===== src/rtl/disp_fetch_if.sv =====
// ---------------------------------------------------------------------------
// disp_fetch_if : AXI4 read address / read data channels used by the display
//                 frame fetcher.
//
// Handshake rule (both channels): a transfer happens on the rising clock edge
// where VALID and READY are both high. Once the source raises VALID, it holds
// VALID and its payload stable until that edge. READY may change freely.
//
// Signals
//   ARADDR  [31:0] burst start byte address        (master -> slave)
//   ARLEN   [7:0]  beats per burst minus one        (master -> slave)
//   ARSIZE  [2:0]  bytes per beat code, 8 bytes     (master -> slave)
//   ARBURST [1:0]  burst type, INCR                 (master -> slave)
//   ARVALID        address valid                    (master -> slave)
//   ARREADY        address accepted                 (slave  -> master)
//   RDATA   [63:0] read data beat                   (slave  -> master)
//   RVALID         read data valid                  (slave  -> master)
//   RLAST          last beat of the burst           (slave  -> master)
//   RREADY         read data accepted               (master -> slave)
// ---------------------------------------------------------------------------
interface disp_fetch_if;
    logic [31:0] ARADDR;
    logic [7:0]  ARLEN;
    logic [2:0]  ARSIZE;
    logic [1:0]  ARBURST;
    logic        ARVALID;
    logic        ARREADY;
    logic [63:0] RDATA;
    logic        RVALID;
    logic        RLAST;
    logic        RREADY;

    modport master (
        output ARADDR, ARLEN, ARSIZE, ARBURST, ARVALID, RREADY,
        input  ARREADY, RDATA, RVALID, RLAST
    );

    modport slave (
        input  ARADDR, ARLEN, ARSIZE, ARBURST, ARVALID, RREADY,
        output ARREADY, RDATA, RVALID, RLAST
    );
endinterface


===== src/rtl/disp_fetch.sv =====
// ---------------------------------------------------------------------------
// disp_fetch : AXI4 read master that streams one frame of pixel data from the
//              frame buffer into the display FIFO stage.
//
// Each 64-bit beat carries two 0x00RRGGBB pixels and is forwarded to the FIFO
// one cycle after it is accepted. A burst is requested only while the FIFO
// reports room for a whole burst. Every frame start resets the FIFO.
//
// Ports
//   i_aclk         clock
//   i_arst         synchronous active-high reset
//   i_dispon       display enable
//   i_dispaddr     frame base byte address (8-byte aligned), sampled at start
//   i_frame_start  one-cycle frame start pulse
//   i_buf_wready   FIFO has room for one burst
//   axi            AXI4 read channels (master side)
//   o_fiforst      one-cycle FIFO reset pulse at each frame start
//   o_fifoin       beat written to the FIFO
//   o_fifowr       FIFO write strobe
//   o_busy         frame fetch in progress (state != IDLE)
//   o_state        current FSM state, for observation
// ---------------------------------------------------------------------------
module disp_fetch #(
    parameter int H_PIXELS  = 640,
    parameter int V_LINES   = 480,
    parameter int BURST_LEN = 16
) (
    input  logic         i_aclk,
    input  logic         i_arst,
    input  logic         i_dispon,
    input  logic [31:0]  i_dispaddr,
    input  logic         i_frame_start,
    input  logic         i_buf_wready,
    disp_fetch_if.master axi,
    output logic         o_fiforst,
    output logic [63:0]  o_fifoin,
    output logic         o_fifowr,
    output logic         o_busy,
    output logic [1:0]   o_state
);

    localparam int NWORDS  = H_PIXELS * V_LINES / 2;
    localparam int NBURSTS = NWORDS / BURST_LEN;
    localparam int BSTEP   = BURST_LEN * 8;
    localparam int CW      = (NBURSTS > 1) ? $clog2(NBURSTS) : 1;
    localparam logic [CW-1:0] LAST_BURST = CW'(NBURSTS - 1);

    typedef enum logic [1:0] {
        S_IDLE    = 2'd0,
        S_WAITBUF = 2'd1,
        S_ADDR    = 2'd2,
        S_DATA    = 2'd3
    } state_t;

    state_t        r_state;
    state_t        w_next_state;
    logic [31:0]   r_base;
    logic [31:0]   r_araddr;
    logic          r_arvalid;
    logic [CW-1:0] r_cnt;
    logic          r_restart;
    logic          r_fiforst;
    logic          r_fifowr;
    logic [63:0]   r_fifoin;

    logic          w_fs_req;     // frame start that is allowed to act
    logic          w_start;      // perform the frame-start action this cycle
    logic          w_issue;      // launch the next burst address
    logic          w_cnt_inc;    // advance to the next burst of the frame
    logic          w_beat;       // read beat accepted this cycle
    logic          w_end_burst;  // last beat of the burst accepted
    logic [31:0]   w_addr;

    assign w_fs_req    = i_frame_start & i_dispon;
    assign w_beat      = (r_state == S_DATA) & axi.RVALID;
    assign w_end_burst = w_beat & axi.RLAST;
    // Address arithmetic wraps at 32 bits.
    assign w_addr      = r_base + (32'(r_cnt) * 32'(BSTEP));

    // Next-state / control decode.
    always_comb begin
        w_next_state = r_state;
        w_start      = 1'b0;
        w_issue      = 1'b0;
        w_cnt_inc    = 1'b0;
        case (r_state)
            S_IDLE: begin
                if (w_fs_req) begin
                    w_start      = 1'b1;
                    w_next_state = S_WAITBUF;
                end
            end
            S_WAITBUF: begin
                // No burst is in flight here, so a new frame restarts at once.
                if (w_fs_req) begin
                    w_start = 1'b1;
                end else if (!i_dispon) begin
                    w_next_state = S_IDLE;
                end else if (i_buf_wready) begin
                    w_issue      = 1'b1;
                    w_next_state = S_ADDR;
                end
            end
            S_ADDR: begin
                if (axi.ARREADY) begin
                    w_next_state = S_DATA;
                end
            end
            S_DATA: begin
                // Only RLAST ends the burst; a pending restart is honoured
                // here so an accepted burst is never abandoned on the bus.
                // A frame start coinciding with RLAST counts as pending.
                if (w_end_burst) begin
                    if (r_restart || w_fs_req) begin
                        w_start      = 1'b1;
                        w_next_state = S_WAITBUF;
                    end else if ((r_cnt == LAST_BURST) || !i_dispon) begin
                        w_next_state = S_IDLE;
                    end else begin
                        w_cnt_inc    = 1'b1;
                        w_next_state = S_WAITBUF;
                    end
                end
            end
            default: begin
                w_next_state = S_IDLE;
            end
        endcase
    end

    always_ff @(posedge i_aclk) begin
        if (i_arst) begin
            r_state   <= S_IDLE;
            r_base    <= '0;
            r_araddr  <= '0;
            r_arvalid <= 1'b0;
            r_cnt     <= '0;
            r_restart <= 1'b0;
            r_fiforst <= 1'b0;
            r_fifowr  <= 1'b0;
            r_fifoin  <= '0;
        end else begin
            r_state   <= w_next_state;
            r_fiforst <= w_start;
            r_fifowr  <= w_beat;
            if (w_beat) begin
                r_fifoin <= axi.RDATA;
            end

            if (w_start) begin
                r_base <= i_dispaddr;
                r_cnt  <= '0;
            end else if (w_cnt_inc) begin
                r_cnt <= r_cnt + CW'(1);
            end

            // Remember a frame start that arrived while a burst is in flight.
            if (w_start) begin
                r_restart <= 1'b0;
            end else if (w_fs_req && (r_state != S_IDLE)) begin
                r_restart <= 1'b1;
            end

            if (w_issue) begin
                r_araddr  <= w_addr;
                r_arvalid <= 1'b1;
            end else if ((r_state == S_ADDR) && axi.ARREADY) begin
                r_arvalid <= 1'b0;
            end
        end
    end

    assign axi.ARADDR  = r_araddr;
    assign axi.ARLEN   = 8'(BURST_LEN - 1);
    assign axi.ARSIZE  = 3'b011;
    assign axi.ARBURST = 2'b01;
    assign axi.ARVALID = r_arvalid;
    assign axi.RREADY  = (r_state == S_DATA);

    assign o_fiforst = r_fiforst;
    assign o_fifoin  = r_fifoin;
    assign o_fifowr  = r_fifowr;
    assign o_busy    = (r_state != S_IDLE);
    assign o_state   = r_state;

endmodule


===== src/flat_wrapper.sv =====
// flat-port wrapper written by rule: the top's interface ports become plain ports
module disp_fetch_flat 
#(
    parameter int H_PIXELS  = 640,
    parameter int V_LINES   = 480,
    parameter int BURST_LEN = 16
)
  (i_aclk, i_arst, i_dispon, i_dispaddr, i_frame_start, i_buf_wready, o_fiforst, o_fifoin, o_fifowr, o_busy, o_state, axi_ARADDR, axi_ARLEN, axi_ARSIZE, axi_ARBURST, axi_ARVALID, axi_RREADY, axi_ARREADY, axi_RDATA, axi_RVALID, axi_RLAST);
  disp_fetch_if axi_i ();
  input  logic i_aclk;
  input  logic i_arst;
  input  logic i_dispon;
  input  logic [31:0] i_dispaddr;
  input  logic i_frame_start;
  input  logic i_buf_wready;
  output logic o_fiforst;
  output logic [63:0] o_fifoin;
  output logic o_fifowr;
  output logic o_busy;
  output logic [1:0] o_state;
  output wire logic [$bits(axi_i.ARADDR)-1:0] axi_ARADDR;
  output wire logic [$bits(axi_i.ARLEN)-1:0] axi_ARLEN;
  output wire logic [$bits(axi_i.ARSIZE)-1:0] axi_ARSIZE;
  output wire logic [$bits(axi_i.ARBURST)-1:0] axi_ARBURST;
  output wire logic [$bits(axi_i.ARVALID)-1:0] axi_ARVALID;
  output wire logic [$bits(axi_i.RREADY)-1:0] axi_RREADY;
  input wire logic [$bits(axi_i.ARREADY)-1:0] axi_ARREADY;
  input wire logic [$bits(axi_i.RDATA)-1:0] axi_RDATA;
  input wire logic [$bits(axi_i.RVALID)-1:0] axi_RVALID;
  input wire logic [$bits(axi_i.RLAST)-1:0] axi_RLAST;
  assign axi_ARADDR = axi_i.ARADDR;
  assign axi_ARLEN = axi_i.ARLEN;
  assign axi_ARSIZE = axi_i.ARSIZE;
  assign axi_ARBURST = axi_i.ARBURST;
  assign axi_ARVALID = axi_i.ARVALID;
  assign axi_RREADY = axi_i.RREADY;
  assign axi_i.ARREADY = axi_ARREADY;
  assign axi_i.RDATA = axi_RDATA;
  assign axi_i.RVALID = axi_RVALID;
  assign axi_i.RLAST = axi_RLAST;
  disp_fetch #(.H_PIXELS(H_PIXELS), .V_LINES(V_LINES), .BURST_LEN(BURST_LEN)) u_core (.i_aclk(i_aclk), .i_arst(i_arst), .i_dispon(i_dispon), .i_dispaddr(i_dispaddr), .i_frame_start(i_frame_start), .i_buf_wready(i_buf_wready), .axi(axi_i), .o_fiforst(o_fiforst), .o_fifoin(o_fifoin), .o_fifowr(o_fifowr), .o_busy(o_busy), .o_state(o_state));
endmodule

===== config.mk =====
export PLATFORM = sky130hd
export DESIGN_NAME = disp_fetch_flat
export DESIGN_NICKNAME = d
export VERILOG_FILES = /design/src/rtl/disp_fetch_if.sv /design/src/rtl/disp_fetch.sv /design/src/flat_wrapper.sv
export SDC_FILE = /design/constraint.sdc
export NUM_CORES = 1
export LEC_CHECK = 0
export BUFFER_PORTS_ARGS = -buffer_cell sky130_fd_sc_hd__buf_2
export CAP_MARGIN = 10
export CORE_MARGIN = 5
export CORE_UTILIZATION = 50
export CTS_CLUSTER_DIAMETER = 80
export CTS_CLUSTER_SIZE = 16
export DETAILED_ROUTE_END_ITERATION = 10
export MAX_ROUTING_LAYER = met4
export PLACE_DENSITY = 0.91
export SLEW_MARGIN = 20
export SYNTH_ARGS = -nofsm -noshare
export SYNTH_HDL_FRONTEND = slang
export SYNTH_SLANG_ARGS = --single-unit

===== constraint.sdc =====
create_clock -name i_aclk -period 3.1 [get_ports i_aclk]
set_input_delay 0.465 -clock i_aclk [delete_from_list [all_inputs] [get_ports i_aclk]]
set_output_delay 0.465 -clock i_aclk [all_outputs]
set_load 0.02 [all_outputs]

==> results.ini <==
[route]
drc_errors=0
antenna_left=0
firstDrtPassIters=5
post_drt_via_cell_ratio=5.16
drt_wl_total_um=17300
vias=5995
drt-initial-drc-count=422
routedWlPerCell_um=14.9

[worst_setup_path]
crit_chain=ha_1 > fa_1 > a21oi_1 > nand4b_4 > a211oi_4 > o211ai_2 > a21oi_1 > xnor2_1 > a211oi_1
crit_top_cell=a21oi_1
start_kind=flip-flop
cp-startpoint=u_core.r_cnt[0]
slowest_stage=fa_1
cp_data_arrival_time_ps=2820
critical-path-top-delay-family=compound AO/OA/AOI/OAI gates
r2r-start=u_core.r_cnt[0]
path_class=flip-flop to flip-flop
end_kind=flip-flop
worstPathMaxFanout=6
crit_buf_inv=0
slowest_delay_ps=410
cp.required_ps=3430

[logic_synthesis]
ys_seq_area_share_pct=47.1
netlist.area_leader.share_pct=47.1
syn_area_per_cell_sq_um=7.94
ys_types=51
syn_inst=792
syn_area_sq_um=6290
synth-seq-cells=148
synth_ff_type=dfxtp_1
async_flop_share_pct=0
yosysTopAreaCell=dfxtp_1
synth_area_leaders=dfxtp_1, nand2_1, a21oi_1, ha_1, xnor2_1
ys_warn_count=0
synth_edf_count=0

[clock_tree]
post_cts_buffers=0
postCtsHoldBufs=0
clk_pin_slew_worst_paths_ps=60
numCtsBuffers=17
cts.sinks=148
cts_tree=done
clk_latency_ps=430
h-tree-depth=4
cts_max_path_buffers=2
cts_resized=0
root_buffer=clkbuf_16

[sta]
hold_viol=0
slew-limit-headroom_pct=51.0
maxSlewViolCount=0
fin_crit_ps=2480
fin_crit_sh_pct=80.1
fmax_mhz=403
rsz0062_at_grt=no
tightestPinTransition_ps=735
fin_ws_ps=616
clock_skew_ps=9.24
finalSetupViolations=0
setup_tns_ps=0

[floorplanning]
fp.dieH_um=122
start_util_pct=50.4
core-area_sq_um=12500
rows=41
dieArea_sq_um=14900
io_pins=220
die_x_um=122

[worst_hold_path]
hold_start=i_dispaddr[1]
hold_class=input pin to flip-flop

[placed_design]
port-buffer-count=206
pre_cts_ws_ps=664
gp_congestion=0.935
placedCellCount=1129
dp_hpwl_um=12500

[run]
maxCapViolations=0

[finish]
fill_cells=1089
layout_commonest_cell=nand2_1
area_delta_synth_final_pct=27.2
drive_gt1_share_pct=25.9
final_nets=1096
stdcell_count=1161
antenna_cells=0
layout_common_cells=nand2_1, buf_2, dfxtp_1

[global_routing]
antenna_found_initial=0
grt_pass1_wl_um=26600
first_global_vias=5477
grt_overflow=0
grt_start_max_net_pins=68
grtUsageTotal_pct=23.1

[power]
power_density_nw_per_um2=544
ir_drop_mv=0.366
p_leak_nw=3.41

[outcome]
status=finished clean

-- synthesized netlist by cell type (5+ instances only) --
cell type and n:
and3_1 9, a211oi_1 11, nor3_1 8, dfxtp_1 148
o21ai_0 12, nand4_1 5, nand3_1 12, nand2_1 251
nor2_1 37, a21oi_1 128, clkbuf_1 37, a31oi_1 7
nor4b_1 5, buf_4 13, xnor2_1 16, buf_1 7
ha_1 15, inv_1 6, xor2_1 11
-- worst reg2reg max path, stage by stage, from the launching register on --
cell and delay [ps]:
dfxtp_1 380, ha_1 280, fa_1 410, a21oi_1 190, nand4b_4 190, a211oi_4 80
o211ai_2 310, a21oi_1 150, xnor2_1 150, a211oi_1 240
-- flip-flops by register name (all words and copies together) (netlist names), named ones only --
signal              flops
u_core.axi.ARADDR      32
u_core.axi.ARVALID      1
u_core.o_fifoin        64
u_core.o_fiforst        1
u_core.o_fifowr         1
u_core.o_state          1
u_core.r_base          32
u_core.r_cnt           14
u_core.r_restart        1
-- report_power, final --
part	internal (mW)	leakage (nW)	switching [mW]	total, mW
clock network	1.37	0.297	0.796	2.16
logic	0.0890	1.92	0.139	0.228
registers	1.93	1.20	0.0245	1.95
-- cells by family (layout without fill, tap and decap cells) --
family                   count (synthesis)  count (layout)  synth area share (%)
AND/OR/NAND/NOR                        350             350                  23.8
AO/OA/AOI/OAI                          181             181                  16.6
flip-flops                             148             148                  47.1
buffers and inverters                   64             250                  4.62
XOR/XNOR                                27              27                  3.76
adder cells (fa/ha/maj)                 16              16                  3.30
multiplexers                             4               4                 0.637
other                                    2              13                 0.119
-- metal layers --
metal  part of all wire (%)  routed length [um]  vias up  GRT usage [%]
met4                    2.3                 397        0           7.84
met5                      0                   0        -              -
li1                       -                   -     3006              -
met2                     47                8210      228           36.7
met3                    7.5                1300       40           6.92
met1                     43                7410     2721           28.1
-- per-stage QoR --
stage          util (%)  hold slack, ps  power (mW)  cell area [sq um]
2_1_floorplan         -             432        2.13               6330
3_3_place_gp       59.1             434        2.22               7370
3_5_place_dp       59.1             443        2.22               7370
4_1_cts            64.1             258        4.38               7990
5_1_grt            64.1             264        4.49               7990
6_report           64.1             268        4.34               7990
-- worst paths after layout --
kind	to	slack, ps	cells after the start
hold / removal	u_core.r_base[1]	270	3
setup / recovery	u_core.axi.ARADDR[21]	620	9
setup reg to reg	u_core.axi.ARADDR[21]	620	9
hold reg to reg	u_core.axi.ARADDR[17]	450	2
-- area by class of cell --
cell class                      instances  area (sq um)  share of cell area, %
Tap cell                              172           215                   2.69
Timing Repair Buffer                  212          1080                   13.5
Inverter                                6          22.5                  0.282
Sequential cell                       148          2960                   37.1
Clock inverter                         12           179                   2.24
Multi-Input combinational cell        591          3090                   38.6
Clock buffer                           20           447                   5.59
Power figures use the tool's default switching activity.
